<file path="config.mk">
export PLATFORM = sky130hd
export DESIGN_NAME = pipeline_hazard_controller
export DESIGN_NICKNAME = d
export VERILOG_FILES = /design/src/rtl/pipeline_hazard_controller_pkg.sv /design/src/rtl/pipeline_hazard_controller_resp.sv /design/src/rtl/pipeline_hazard_controller.sv
export SDC_FILE = /design/constraint.sdc
export NUM_CORES = 1
export LEC_CHECK = 0
export ABC_CLOCK_PERIOD_IN_PS = 2400
export CORE_MARGIN = 3
export CORE_UTILIZATION = 46
export CTS_CLUSTER_DIAMETER = 120
export DETAILED_ROUTE_END_ITERATION = 16
export PLACE_DENSITY_LB_ADDON = 0.1
export SYNTH_ARGS = -nofsm -noshare
export SYNTH_HDL_FRONTEND = slang
export SYNTH_SLANG_ARGS = --single-unit
</file>
<file path="constraint.sdc">
create_clock -name clk -period 2.4 [get_ports clk]
set_input_delay 0.36 -clock clk [delete_from_list [all_inputs] [get_ports clk]]
set_output_delay 0.36 -clock clk [all_outputs]
set_load 0.01 [all_outputs]
</file>
<file path="src/rtl/pipeline_hazard_controller_pkg.sv">
// Shared LC-3b types for the pipeline sequencing logic: register
// specifiers and the hazard controller's indirect-access state.
package lc3b_types;

    typedef logic [2:0] lc3b_reg;

    typedef enum logic [1:0] {
        HZ_RUN  = 2'd0,
        HZ_IND1 = 2'd1,
        HZ_IND2 = 2'd2
    } lc3b_hazard_state;

endpackage

</file>
<file path="src/rtl/pipeline_hazard_controller_resp.sv">
// Holds a one-cycle cache response that arrives while the pipe is frozen,
// so the consumer still sees it once the pipe is allowed to advance.
module resp_latch (
    input  logic clk,
    input  logic rst_n,
    input  logic resp_i,
    input  logic freeze_i,
    output logic done_o
);

    logic done_q;

    // Set on a response seen while frozen; drop on the first advancing cycle.
    always_ff @(posedge clk or negedge rst_n) begin
        if (!rst_n) begin
            done_q <= 1'b0;
        end else if (!freeze_i) begin
            done_q <= 1'b0;
        end else if (resp_i) begin
            done_q <= 1'b1;
        end
    end

    assign done_o = done_q;

endmodule

</file>
<file path="src/rtl/pipeline_hazard_controller.sv">
// Pipeline sequencing controller: generates every pipeline-register load and
// flush, the PC enable, the two-access LDI/STI sequence, and two saturating
// performance counters (freeze cycles and load-use bubbles).
module pipeline_hazard_controller
    import lc3b_types::*;
#(
    parameter int CNT_W = 16
) (
    input  logic             clk,
    input  logic             rst_n,
    input  lc3b_reg          id_sr1,
    input  lc3b_reg          id_sr2,
    input  logic             id_uses_sr2,
    input  lc3b_reg          exec_dest,
    input  logic             exec_reg_write,
    input  logic             exec_mem_read,
    input  logic             imem_req,
    input  logic             imem_resp,
    input  logic             dmem_req,
    input  logic             dmem_resp,
    input  logic             mem_indirect,
    input  logic             branch_taken,
    output logic             load_pc,
    output logic             load_if_id,
    output logic             load_id_ex,
    output logic             load_ex_mem,
    output logic             load_mem_wb,
    output logic             flush_if_id,
    output logic             flush_id_ex,
    output logic             flush_ex_mem,
    output logic             ind_ptr_load,
    output logic             ind_second,
    output logic [CNT_W-1:0] stall_cycles,
    output logic [CNT_W-1:0] bubble_count
);

    lc3b_hazard_state state_q, state_d;
    logic [CNT_W-1:0] stall_q, stall_d;
    logic [CNT_W-1:0] bubble_q, bubble_d;

    logic imem_done, dmem_done;
    logic imem_ready, dmem_ready;
    logic ind_start;
    logic freeze;
    logic load_use;
    logic bubble_now;
    logic dmem_set;

    assign imem_ready = imem_resp | imem_done;
    assign dmem_ready = dmem_resp | dmem_done;
    assign ind_start  = mem_indirect & dmem_req & ~dmem_done;

    assign freeze = (imem_req & ~imem_ready)
                  | (dmem_req & ~dmem_ready & ~mem_indirect)
                  | ind_start
                  | (state_q != HZ_RUN);

    assign load_use = exec_mem_read & exec_reg_write &
                      ((exec_dest == id_sr1) | (id_uses_sr2 & (exec_dest == id_sr2)));

    // A taken branch outranks the load-use bubble, so no bubble is counted then.
    assign bubble_now = ~freeze & ~branch_taken & load_use;

    // The pointer-word response of an indirect access must not mark the
    // D-side done; only the final (data) response or a plain access does.
    assign dmem_set = dmem_resp & ~ind_ptr_load;

    resp_latch u_imem_latch (
        .clk      (clk),
        .rst_n    (rst_n),
        .resp_i   (imem_resp),
        .freeze_i (freeze),
        .done_o   (imem_done)
    );

    resp_latch u_dmem_latch (
        .clk      (clk),
        .rst_n    (rst_n),
        .resp_i   (dmem_set),
        .freeze_i (freeze),
        .done_o   (dmem_done)
    );

    // State and counter registers; reset aborts any indirect sequence.
    always_ff @(posedge clk or negedge rst_n) begin
        if (!rst_n) begin
            state_q  <= HZ_RUN;
            stall_q  <= '0;
            bubble_q <= '0;
        end else begin
            state_q  <= state_d;
            stall_q  <= stall_d;
            bubble_q <= bubble_d;
        end
    end

    // Indirect-access sequencing: pointer response, then data response.
    always_comb begin
        state_d = state_q;
        unique case (state_q)
            HZ_RUN: begin
                if (ind_start) begin
                    state_d = dmem_resp ? HZ_IND2 : HZ_IND1;
                end
            end
            HZ_IND1: begin
                if (dmem_resp) begin
                    state_d = HZ_IND2;
                end
            end
            HZ_IND2: begin
                if (dmem_resp) begin
                    state_d = HZ_RUN;
                end
            end
            default: state_d = HZ_RUN;
        endcase
    end

    // Saturating performance counters.
    always_comb begin
        stall_d  = stall_q;
        bubble_d = bubble_q;
        if (freeze && (stall_q != {CNT_W{1'b1}})) begin
            stall_d = stall_q + 1'b1;
        end
        if (bubble_now && (bubble_q != {CNT_W{1'b1}})) begin
            bubble_d = bubble_q + 1'b1;
        end
    end

    // Pipeline enables, flushes and indirect-access controls.
    always_comb begin
        load_pc      = 1'b0;
        load_if_id   = 1'b0;
        load_id_ex   = 1'b0;
        load_ex_mem  = 1'b0;
        load_mem_wb  = 1'b0;
        flush_if_id  = 1'b0;
        flush_id_ex  = 1'b0;
        flush_ex_mem = 1'b0;
        ind_ptr_load = 1'b0;
        ind_second   = 1'b0;
        if (!rst_n) begin
            flush_if_id  = 1'b1;
            flush_id_ex  = 1'b1;
            flush_ex_mem = 1'b1;
        end else begin
            ind_second   = (state_q == HZ_IND2);
            ind_ptr_load = dmem_resp &
                           (((state_q == HZ_RUN) & ind_start) | (state_q == HZ_IND1));
            if (!freeze) begin
                if (branch_taken) begin
                    load_pc      = 1'b1;
                    load_if_id   = 1'b1;
                    load_id_ex   = 1'b1;
                    load_ex_mem  = 1'b1;
                    load_mem_wb  = 1'b1;
                    flush_if_id  = 1'b1;
                    flush_id_ex  = 1'b1;
                    flush_ex_mem = 1'b1;
                end else if (load_use) begin
                    load_id_ex   = 1'b1;
                    load_ex_mem  = 1'b1;
                    load_mem_wb  = 1'b1;
                    flush_id_ex  = 1'b1;
                end else begin
                    load_pc      = 1'b1;
                    load_if_id   = 1'b1;
                    load_id_ex   = 1'b1;
                    load_ex_mem  = 1'b1;
                    load_mem_wb  = 1'b1;
                end
            end
        end
    end

    assign stall_cycles = stall_q;
    assign bubble_count = bubble_q;

endmodule

</file>
# Yosys cells after proc, flatten, opt, wreduce, memory -nomap -nowiden
# Index checks and enable logic that the tools add are counted.
[totals] regBits=36 inputBits=20 word_cells=74
[classes] n_addsub=2 eq_ne=11 muxes=24 n_bitwise=27 n_reduce_logical=5
[op_table] cell="adder 16 x 1 -> 16 bit, second input constant" count=2
[op_table] cell="inequality test 16 bit, second input constant" count=2
[op_table] cell="2-to-1 mux 1 bit" count=19
[op_table] cell="bitwise AND 1 bit" count=13
[op_table] cell="2-to-1 mux 2 bit" count=4
[op_table] cell="inequality test 2 bit, second input constant" count=4
[op_table] cell="inverter 1 bit" count=7
[op_table] cell="OR 1 bit" count=7
[op_table] cell="== test 3 bit" count=2
[op_table] cell="case mux 2 bit (3 select lines)" count=1
[op_table] cell="AND reduction 3 bit" count=1
[op_table] cell="== test 2 x 1 -> 1 bit, second input constant" count=1
[op_table] cell="== test 2 bit, second input constant" count=1
[op_table] cell="logical AND 1 bit" count=2
[op_table] cell="zero test 2 bit" count=1
[op_table] cell="inequality test 2 x 1 -> 1 bit, second input constant" count=1
[op_table] cell="nonzero test 2 bit" count=1

# Logic depth before layout (Yosys ltp)
[logic_depth] word_depth=11 ltp_mapped=7 ltp_nobuf=6

# Hierarchy
# A second synthesis with hierarchy kept.
[unflattened] hier_cells=179 hier_area_um2=1885.6
[by_module_without_submodules] mod="pipeline_hazard_controller" n_inst=1 cells_each=175 area_per_inst_um2=1820.5 seq_area_each_um2=850.8
[by_module_without_submodules] mod="resp_latch" n_inst=2 cells_each=2 area_per_inst_um2=32.5 seq_area_each_um2=25.0

# Worst setup path before layout
# OpenSTA, ideal clock, no wires.
[synth_path] path_kind="flip-flop to output port" start="register state_q[1]" end="output load_pc" arrival_time_ps=1688 required_ps=2040 path_slack_ps=352 stages_incl_launch_ff=6 path_cell_list="dfrtp_1 or2_1 a221oi_4 and2_1 nor2b_1 buf_4"
[synth_via] elab_chain_cells=4
[synth_rtl] item="start, declared" line_no="pipeline_hazard_controller.sv:37" rtl="lc3b_hazard_state state_q, state_d;"
[synth_rtl] item="start signal, assigned" line_no="pipeline_hazard_controller.sv:91" rtl="state_q <= state_d;"
[synth_rtl] item="nonzero test 2 bit" line_no="pipeline_hazard_controller.sv:56" rtl="| (state_q != HZ_RUN);"
[synth_rtl] item="OR 1 bit" line_no="pipeline_hazard_controller.sv:56"
[synth_rtl] item="2-to-1 mux 1 bit (2 in a row)"
[synth_rtl] item="end, declared" line_no="pipeline_hazard_controller.sv:23" rtl="output logic load_pc,"
# No other way between the ends.

# Worst setup path after layout
[layout_path] start="input dmem_req" end="output ind_ptr_load"
[layout_via] elab_chain_cells=6
[layout_rtl] item="start, declared" line_no="pipeline_hazard_controller.sv:19" rtl="input logic dmem_req,"
[layout_rtl] item="bitwise AND 1 bit (2 in a row)" line_no="pipeline_hazard_controller.sv:51" rtl="assign ind_start = mem_indirect & dmem_req & ~dmem_done;"
[layout_rtl] item="bitwise AND 1 bit" line_no="pipeline_hazard_controller.sv:151" rtl="(((state_q == HZ_RUN) & ind_start) | (state_q == HZ_IND1));"
[layout_rtl] item="OR 1 bit" line_no="pipeline_hazard_controller.sv:151"
[layout_rtl] item="bitwise AND 1 bit" line_no="pipeline_hazard_controller.sv:150" rtl="ind_ptr_load = dmem_resp &"
[layout_rtl] item="2-to-1 mux 1 bit" line_no="pipeline_hazard_controller.sv:144" rtl="if (!rst_n) begin"
[layout_rtl] item="end, declared" line_no="pipeline_hazard_controller.sv:31" rtl="output logic ind_ptr_load,"
# No other way between the ends.

==> impl_metrics.toml <==
[sta]
finalSetupViolations = 0
fmax_ghz = 0.444
timing.final.crit_period_ns = 2.25
rsz0062_at_grt = "false"
fin_crit_sh_pct = 93.7
maxSlewHeadroom_pct = 62.7
fin_worst_skew_ns = 0.00721
worstMarginPinSlew_ns = 0.552
drv_slew = 0
hold_violations = 0

[placement]
portBuffers = 61
hpwl_mm = 3.38
placed_cells = 290
placed_area_um2 = 2640
gp_congestion = 0.862

[layout]
multi_input_area_um2 = 977
drive_gt1_share_pct = 16.4
final-seq-area_um2 = 901
instances_no_fill = 300
insertedDiodeCount = 0
design_area_um2 = 2750
syn_to_final_growth_pct = 41.0
final_cell_mix = "clkdlybuf4s50_1 (52), dfrtp_1 (36), xnor2_1 (33)"
nFillCells = 326
finalNetCount = 271
layout_commonest_cell = "clkdlybuf4s50_1"

[power_and_ir_drop]
vdd_drop_max_v = 0.000519
p_leak_uw = 0.00115
p_seq_share_pct = 40.3
power.total_uw = 2040
cellPowerDensity_nw_per_um2 = 743
p_int_uw = 1400
sw_frac_of_total_pct = 31.2
p_comb_share_pct = 33.9
p_clk_share_pct = 25.7
p_sw_uw = 636

[global_routing]
track_usage_pct = 19.6
grt_max_degree = 19
grt_pass1_wl_mm = 7.75
grt_pass1_vias = 1663
antenna_found_initial = 0
grt_overflow_total = 0

[synth]
synthesis.nets = 199
yosys_register_bits = 36
synth-warning-count = 0
synth.distinct_cells = 36
synthCells = 177
synth_area_um2 = 1950
synth-seq-area-share_pct = 46.2
syn_avg_cell_area_um2 = 11.0

[worst_hold_path]
hold_class = "in -> async"

[detailed_routing]
drt-vias-per-instance = 5.40
wire_per_inst_um = 14.6
drt-total-wl_mm = 4.37
drc = 0
vias = 1620
drt_iter0_markers = 134
antenna_left = 0
firstDrtPassIters = 4

[floorplanning]
coreArea_um2 = 4030
fp-row-count = 23
die_x_um = 71.1
dieArea_um2 = 5050
die_y_um = 71.1
initial_core_util_pct = 48.4
ios = 62

[setup_path]
rr_worst_depth = 6
end_kind = "output pin"
path_class = "in -> out"
cp.arrival_ns = 1.89
startpoint_type = "input pin"
critPathMaxFanout = 3
required_ns = 2.04

[clocking]
cts_tree = "built"
clk_pin_slew_worst_paths_ns = 0.07
cts_buffers = 5
h-tree-depth = 2
clkSinkCount = 36
clkLatencyLatePin_ns = 0.29
clk_path_buf_depth = 2
root_buffer = "clkbuf_8"

[outcome]
status = "finished, final reports clean"

[run]
drv_cap = 0
-- per-stage QoR --
step	setup TNS [ns]	setup WS, ns	hold WS [ns]	utilization (%)
final	0	0.150	0.455	68.2
after global routing	0	0.0166	0.485	68.2
after CTS	0	0.0871	0.457	68.3
after detailed placement	-1.08	-0.237	0.242	65.4
after global placement	-1.03	-0.237	0.230	65.4
after floorplan	0	0.352	0.0644	-
-- registers in the layout, indices dropped and copies added, names as in the netlist --
| signal | cells |
|---|---|
| stall_cycles | 16 |
| u_imem_latch.done_o | 1 |
| u_dmem_latch.done_o | 1 |
| bubble_count | 16 |
| state_q | 2 |
-- cell usage after synthesis (all sizes together) --
cell type,instances,area (um^2)
nand4,14,87.6
nor2b,1,6.26
nand3,19,145
or2,1,6.26
buf,6,57.6
a221oi,1,26.3
and2,3,18.8
dfrtp,36,901
clkbuf,1,3.75
and4,1,8.76
inv,3,11.3
xor2,2,17.5
a21oi,4,20.0
nand3b,1,7.51
nor3,2,15.0
nand2,12,47.6
ha,2,25.0
a211oi,2,27.5
nand2b,1,8.76
mux2,2,26.3
a41oi,1,8.76
o21ai,2,10.0
nor2,8,30.0
o21a,1,15.0
nor4,1,6.26
xnor2,34,305
and3,14,87.6
and2b,2,17.5
-- per-layer routing --
layer  part of all wire, %  GRT usage [%]
met5                     0              0
met4                   2.2           8.14
met3                   8.8           7.10
met2                    47           31.1
met1                    42           24.2
-- final timing paths --
check | startpoint | end | slack (ns)
setup / recovery | dmem_req | ind_ptr_load | 0.15
hold / removal | rst_n | bubble_count[15] | 0.45
setup reg to reg | u_dmem_latch.done_o | stall_cycles[1] | 0.39
hold reg to reg | bubble_count[6] | bubble_count[6] | 0.49
max in group asynchronous | rst_n | bubble_count[0] | 1.43
min in group clk | bubble_count[6] | bubble_count[6] | 0.49
-- power by group through the flow --
stage / clock, uW / sequential, uW / combinational, uW
floorplan: 0 / 848 / 343
global placement: 0 / 825 / 692
detailed placement: 0 / 830 / 703
CTS: 538 / 822 / 704
global route: 559 / 844 / 757
finish: 525 / 823 / 693
-- timing repair --
action,CTS,global route
resized for setup,9,5
cloned,0,0
endpoints found under the hold margin,6,0
pin swaps,1,1
buffers inserted,1,0
hold buffers,1,0
setup endpoints to repair,8,3
-- critical path, stage by stage --
cell and delay, ns:
clkdlybuf4s50_1 0.48, nand3b_1 0.08, a21oi_1 0.24, nand3_1 0.13, inv_1 0.08, clkdlybuf4s50_1 0.53
-- area by class of cell --
class / count / share of cell area [%]
Inverter: 3 / 0.410
Tap cell: 50 / 2.28
Timing Repair Buffer: 72 / 25.0
Sequential cell: 36 / 32.8
Clock inverter: 2 / 1.28
Clock buffer: 6 / 2.64
Multi-Input combinational cell: 131 / 35.6
-- kinds of logic after synthesis --
logic type / count (synthesis) / synth area share (%)
simple gates: 80 / 25.3
buf+inv: 10 / 3.73
compound gates: 11 / 5.52
xor+xnor: 36 / 16.6
fa+ha+maj: 2 / 1.28
mux: 2 / 1.35
flops: 36 / 46.2
(Power assumes the default switching activity.)
